`config.mk`:
```
export PLATFORM = sky130hd
export DESIGN_NAME = mem_handshake_ctrl
export DESIGN_NICKNAME = d
export VERILOG_FILES = /design/src/rtl/mem_handshake_pkg.sv /design/src/rtl/mem_array.sv /design/src/rtl/mem_handshake_ctrl.sv
export SDC_FILE = /design/constraint.sdc
export NUM_CORES = 2
export LEC_CHECK = 0
export BUFFER_PORTS_ARGS = -buffer_cell sky130_fd_sc_hd__buf_2
export CAP_MARGIN = 0
export CORE_MARGIN = 2
export CORE_UTILIZATION = 60
export DETAILED_ROUTE_END_ITERATION = 10
export PLACE_DENSITY = 0.76
export SLEW_MARGIN = 20
export SYNTH_ARGS = -nofsm -noshare
export SYNTH_HDL_FRONTEND = slang
export SYNTH_SLANG_ARGS = --single-unit
```
`constraint.sdc`:
```
create_clock -name clk -period 5.39 [get_ports clk]
set_input_delay 0.8085 -clock clk [delete_from_list [all_inputs] [get_ports clk]]
set_output_delay 0.8085 -clock clk [all_outputs]
set_load 0.05 [all_outputs]
```
`src/rtl/mem_handshake_pkg.sv`:
```
// Shared types and default widths for the handshake memory controller.
package mem_handshake_pkg;

  typedef enum logic [1:0] {
    IDLE = 2'd0,
    WAIT = 2'd1,
    RESP = 2'd2
  } state_e;

  localparam int DEF_DATA_W = 16;
  localparam int DEF_ADDR_W = 13;

endpackage

```
`src/rtl/mem_array.sv`:
```
// Single-port storage: synchronous write, combinational read, no reset.
module mem_array
  import mem_handshake_pkg::*;
#(
  parameter int DATA_W = DEF_DATA_W,
  parameter int DEPTH  = 256,
  parameter int IDX_W  = 8
) (
  input  logic              clk,
  input  logic              we,
  input  logic [IDX_W-1:0]  addr,
  input  logic [DATA_W-1:0] wdata,
  output logic [DATA_W-1:0] rdata
);

  logic [DATA_W-1:0] mem [DEPTH];

  always_ff @(posedge clk) begin
    if (we) mem[addr] <= wdata;
  end

  assign rdata = mem[addr];

endmodule

```
`src/rtl/mem_handshake_ctrl.sv`:
```
// Valid/ready memory controller with WAIT_CYCLES wait states and range check.
// Define MEM_HANDSHAKE_ERR_EN to add the rsp_err output.
module mem_handshake_ctrl
  import mem_handshake_pkg::*;
#(
  parameter int DATA_W      = DEF_DATA_W,
  parameter int ADDR_W      = DEF_ADDR_W,
  parameter int DEPTH       = 256,
  parameter int WAIT_CYCLES = 2
) (
  input  logic              clk,
  input  logic              rst,
  input  logic              req_valid,
  output logic              req_ready,
  input  logic              req_write,
  input  logic [ADDR_W-1:0] req_addr,
  input  logic [DATA_W-1:0] req_wdata,
  output logic              rsp_valid,
  input  logic              rsp_ready,
  output logic [DATA_W-1:0] rsp_rdata,
  output logic              busy,
`ifdef MEM_HANDSHAKE_ERR_EN
  output logic              rsp_err,
`endif
  output logic [1:0]        dbg_state
);

  // Handshake: a request transfers on the edge where req_valid && req_ready;
  // a response transfers on the edge where rsp_valid && rsp_ready.
  localparam int IDX_W = (DEPTH > 1) ? $clog2(DEPTH) : 1;
  localparam int CNT_W = (WAIT_CYCLES > 0) ? $clog2(WAIT_CYCLES + 1) : 1;

  if (64'(DEPTH) > (64'd1 << ADDR_W)) begin : g_depth_check
    $error("mem_handshake_ctrl: DEPTH does not fit in ADDR_W address bits");
  end

  state_e            state_q, state_d;
  logic [CNT_W-1:0]  cnt_q, cnt_d;
  logic              write_q, write_d;
  logic [ADDR_W-1:0] addr_q, addr_d;
  logic [DATA_W-1:0] wdata_q, wdata_d;
  logic              req_ready_q, req_ready_d;
  logic              rsp_valid_q, rsp_valid_d;
  logic [DATA_W-1:0] rsp_rdata_q, rsp_rdata_d;
  logic              busy_q, busy_d;
  logic              in_range, commit, mem_we;
  logic [DATA_W-1:0] mem_rdata;

  assign in_range = ({1'b0, addr_q} < (ADDR_W + 1)'(DEPTH));
  // The first cycle spent in RESP is the commit cycle: array write and response load.
  assign commit   = (state_q == RESP) && !rsp_valid_q;
  assign mem_we   = commit && write_q && in_range;

  mem_array #(
    .DATA_W (DATA_W),
    .DEPTH  (DEPTH),
    .IDX_W  (IDX_W)
  ) u_mem_array (
    .clk   (clk),
    .we    (mem_we),
    .addr  (addr_q[IDX_W-1:0]),
    .wdata (wdata_q),
    .rdata (mem_rdata)
  );

  always_comb begin
    state_d     = state_q;
    cnt_d       = cnt_q;
    write_d     = write_q;
    addr_d      = addr_q;
    wdata_d     = wdata_q;
    rsp_valid_d = rsp_valid_q;
    rsp_rdata_d = rsp_rdata_q;
    unique case (state_q)
      IDLE: begin
        if (req_valid && req_ready_q) begin
          write_d = req_write;
          addr_d  = req_addr;
          wdata_d = req_wdata;
          cnt_d   = CNT_W'(WAIT_CYCLES);
          state_d = (WAIT_CYCLES > 0) ? WAIT : RESP;
        end
      end
      WAIT: begin
        cnt_d = cnt_q - CNT_W'(1);
        if (cnt_q == CNT_W'(1)) state_d = RESP;
      end
      RESP: begin
        if (commit) begin
          rsp_valid_d = 1'b1;
          rsp_rdata_d = write_q ? wdata_q : (in_range ? mem_rdata : '0);
        end else if (rsp_ready) begin
          rsp_valid_d = 1'b0;
          state_d     = IDLE;
        end
      end
      default: state_d = IDLE;
    endcase
    req_ready_d = (state_d == IDLE);
    busy_d      = (state_d != IDLE);
  end

  always_ff @(posedge clk or negedge rst) begin
    if (!rst) begin
      state_q     <= IDLE;
      cnt_q       <= '0;
      write_q     <= 1'b0;
      addr_q      <= '0;
      wdata_q     <= '0;
      req_ready_q <= 1'b1;
      rsp_valid_q <= 1'b0;
      rsp_rdata_q <= '0;
      busy_q      <= 1'b0;
    end else begin
      state_q     <= state_d;
      cnt_q       <= cnt_d;
      write_q     <= write_d;
      addr_q      <= addr_d;
      wdata_q     <= wdata_d;
      req_ready_q <= req_ready_d;
      rsp_valid_q <= rsp_valid_d;
      rsp_rdata_q <= rsp_rdata_d;
      busy_q      <= busy_d;
    end
  end

`ifdef MEM_HANDSHAKE_ERR_EN
  logic rsp_err_q, rsp_err_d;

  always_comb begin
    rsp_err_d = rsp_err_q;
    if (commit) rsp_err_d = !in_range;
    else if (rsp_valid_q && rsp_ready) rsp_err_d = 1'b0;
  end

  always_ff @(posedge clk or negedge rst) begin
    if (!rst) rsp_err_q <= 1'b0;
    else      rsp_err_q <= rsp_err_d;
  end

  assign rsp_err = rsp_err_q;
`endif

  assign req_ready = req_ready_q;
  assign rsp_valid = rsp_valid_q;
  assign rsp_rdata = rsp_rdata_q;
  assign busy      = busy_q;
  assign dbg_state = state_q;

endmodule

```
==> summary.md <==
| Metric | Value |
|---|---|
| Internal | 65,450 µW |
| Area of the multi-input gates | 0.03236 mm² |
| Synth unique cells | 55 |
| Setup Crit Path Kind | flip-flop to flip-flop |
| Vias | 82,320 |
| Main flop type after synthesis | edfxtp_1 |
| Worst Hold Class | input pin to flip-flop |
| CTS HTree Levels | 5 |
| Clock sinks | 4,149 |
| Die width | 518.3 µm |
| CTS buffer count | 397 |
| DR WL/cell | 36.05 µm |
| Antenna viol nets, final | 0 |
| Post-synth ARST share | 1.277% |
| Power Dens Cells | 540.2 mW/mm² |
| Worst-skew pair later-pin latency | 0.95 ns |
| Pins over their slew limit | 0 |
| Remaining DRCs | 0 |
| Worst-path fanout max | 81 |
| Initial DRC count | 14,100 |
| Share of layout cells above drive strength 1 | 26.35% |
| Crit path DAT | 5.21 ns |
| Clk pwr share | 28.8% |
| Period Utilization, post-route | 81.99% |
| Peak supply drop | 0.0006815 V |
| All-layer global routing usage | 31.17% |
| RSZ-0062 raised after global routing | false |
| CP cell instances | buf_12 -> mux4_2 -> a22oi_1 -> nand2_1 -> nor2_1 -> a41o_1 -> nand3_1 |
| Skew final | 0.07050 ns |
| Mapped Cells | 7,283 |
| CP endpoint kind | flip-flop |
| Sequential share of the synthesized area | 78.33% |
| Total nets after synthesis | 7,318 |
| Setup crit start kind | flip-flop |
| CTS tree | yes |
| CP max stage cell | dfrtp_4 |
| Pin count of the biggest net entering global routing | 233 |
| Vias in the first global route | 80,800 |
| Warning count from the yosys run | 0 |
| Root Buffer | clkbuf_16 |
| # nets final | 7,858 |
| Pre-antenna DRT Iters | 8 |
| Clock buffer depth | 4 |
| Combinational share of power | 27.9% |
| Post-synth EDFFs | 4,096 |
| Initial antenna violation count | 17 |
| Worst-Margin Slew | 1.216 ns |
| FF+latch area | 0.1244 mm² |
| Status | finished clean |
| Switching share of power | 32.18% |
| Vias/cell | 7.053 |
| Die ar. | 0.2687 mm² |
| Tot Pwr | 96,500 µW |
| Core Footprint | 0.2627 mm² |
| Area after DPL | 0.1657 mm² |
| Fillers | 15,230 |
| Share of power burned in registers | 43.3% |
| # rows | 188 |
| Area Growth Syn to Fin | 12.55% |
| Initial cell density of the core | 60.41% |
| Critical path data required time | 6.18 ns |
| Total gr overflow | 0 |
| Largest stage delay, worst path | 0.99 ns |
| DRT Wirelength | 420,800 µm |
| Ports | 55 |
| Net Switching | 31,050 µW |
| Gpl congestion | 0.9237 |
| Max Clk Rate | 226.3 MHz |
| Syn Std Cell Area | 0.1587 mm² |
| Synthesized flop and latch total | 4,149 |
| Global-route wire length before repair | 596,500 µm |
| Port bufs | 54 |
| DP Wirelength | 243,600 µm |
| Design Area, Final | 0.1786 mm² |
| MaxCap Viol Count | 0 |
| Clock transition at the registers of the reported paths | 0.06 ns |
| Worst slew margin | 18.65% |
| Leak | 0.05680 µW |
| Min cycle time layout | 4.419 ns |
| Mean post-synth cell area | 21.79 µm² |
| Die Span Y | 518.3 µm |
| Final setup violation count | 0 |
| Final-report hold violation count | 0 |
| Setup_tns | 0 ns |
[layer usage]
layer  part of all wire, %  track usage, %  up-vias
met4                   5.3           14.27        8
met5                 0.031               0        -
met3                    13           8.415     1000
met1                    35           42.75    42770
li1                      -               -    31840
met2                    47           47.49     6695
[power by group through the flow]
stage | logic (µW) | registers [µW] | clock network (µW)
6_report | 26900 | 41800 | 27800
5_1_grt | 27800 | 41800 | 29100
4_1_cts | 26600 | 41700 | 27900
3_5_place_dp | 26200 | 42400 | 0
3_3_place_gp | 25600 | 42300 | 0
2_1_floorplan | 14300 | 44700 | 0
[cell type report]
class                      count  area share, %
clock buffer                 482          5.819
multi-input combinational   2700          18.12
sequential                  4149          69.63
tap                         3515          2.462
timing repair buffer         570          2.547
antenna                       13        0.01821
inverter                       5        0.01191
clock inverter               238          1.394
[state kept, by name, summed over array words and instances, names as in the netlist]
signal and flops:
rsp_valid 1, write_q 1, rsp_rdata 16, dbg_state 2, wdata_q 16, u_mem_array.mem 4096, busy 1, addr_q 13
cnt_q 2, req_ready 1
[what timing repair did]
| item | CTS | global route |
|---|---|---|
| hold buffers | 1 | 0 |
| endpoints found under the hold margin | 11 | 0 |
| buffers inserted | 0 | 0 |
| resized for setup | 0 | 0 |
| setup endpoints to repair | 0 | 0 |
[cell usage in the layout, fill, tap and decap left out, types with 31 or more instances in the layout]
master,synthesis,routed
edfxtp_1,4096,4096
mux4_2,889,889
buf_4,48,482
clkbuf_16,0,398
mux2i_1,332,332
nor2_1,309,288
a22oi_1,193,193
a21oi_1,157,156
nand2_1,159,154
a22o_1,92,92
clkinv_2,0,79
clkinv_1,0,76
clkbuf_1,163,72
nand3_1,71,67
nand4_1,66,66
o22ai_1,66,66
buf_2,177,54
a221oi_1,52,52
bufinv_16,0,43
mux2_2,42,42
o21ai_0,39,32
a211oi_1,31,31
dfrtp_1,52,31
[synth_stat cells, types with 3 or more instances]
library cell | number | share of area, %
a2111oi_0 | 15 | 0.083
a211oi_1 | 31 | 0.15
a21o_1 | 17 | 0.080
a21oi_1 | 157 | 0.50
a221oi_1 | 52 | 0.29
a22o_1 | 92 | 0.51
a22oi_1 | 193 | 0.91
a32oi_1 | 17 | 0.094
a41o_1 | 15 | 0.095
a41oi_1 | 16 | 0.088
and2_1 | 6 | 0.024
and3_1 | 21 | 0.083
buf_1 | 17 | 0.040
buf_2 | 177 | 0.56
buf_4 | 48 | 0.23
buf_6 | 23 | 0.16
clkbuf_1 | 163 | 0.39
dfrtp_1 | 52 | 0.82
edfxtp_1 | 4096 | 77
inv_1 | 4 | 0.0095
mux2_2 | 42 | 0.30
mux2i_1 | 332 | 2.1
mux4_2 | 889 | 13
nand2_1 | 159 | 0.38
nand2b_1 | 5 | 0.020
nand3_1 | 71 | 0.22
nand4_1 | 66 | 0.26
nand4b_1 | 3 | 0.017
nor2_1 | 309 | 0.73
nor2b_1 | 26 | 0.10
nor3_1 | 22 | 0.069
nor4_1 | 3 | 0.012
o211ai_1 | 15 | 0.071
o21ai_0 | 39 | 0.12
o22ai_1 | 66 | 0.26
[logic make-up after synthesis]
group | synth area share, %
AND/OR/NAND/NOR | 2.005
buffers and inverters | 1.389
adder cells (fa/ha/maj) | 0.007882
multiplexers | 15.01
AO/OA/AOI/OAI | 3.266
flip-flops | 78.33
[critical path: cells and delay by family (launching register included)]
family,cells,cell delay (ns)
flops,1,0.99
mux,1,0.64
compound gates,2,0.90
buf+inv,1,0.51
simple gates,3,1.12
[worst paths after layout]
kind	from	slack [ns]	depth (start not counted)	endpoint
max in group asynchronous	rst	4.04	3	addr_q[1]$_DFFE_PN0P_
worst max register to register	addr_q[1]$_DFFE_PN0P_	0.97	7	rsp_rdata[9]$_DFFE_PN0P_
worst min-delay path	req_wdata[4]	0.13	2	wdata_q[4]$_DFFE_PN0P_
worst max-delay path	addr_q[1]$_DFFE_PN0P_	0.97	7	rsp_rdata[9]$_DFFE_PN0P_
min in group asynchronous	rst	0.32	2	wdata_q[6]$_DFFE_PN0P_
worst min register to register	cnt_q[0]$_DFFE_PN0P_	0.51	1	cnt_q[0]$_DFFE_PN0P_
[through the flow]
| step | hold WS [ns] | std cells | util (%) | setup slack [ns] |
|---|---|---|---|---|
| after floorplan | 0.4644 | 7283 | - | 1.179 |
| after global placement | 0.4848 | 10940 | 63.05 | 1.159 |
| after detailed placement | 0.4978 | 10940 | 63.05 | 1.162 |
| after CTS | 0.09134 | 11660 | 67.96 | 1.115 |
| after global routing | 0.1155 | 11660 | 67.98 | 0.9239 |
| final | 0.1329 | 11670 | 67.99 | 0.9707 |
No activity file was read; power rests on OpenSTA's default activity.
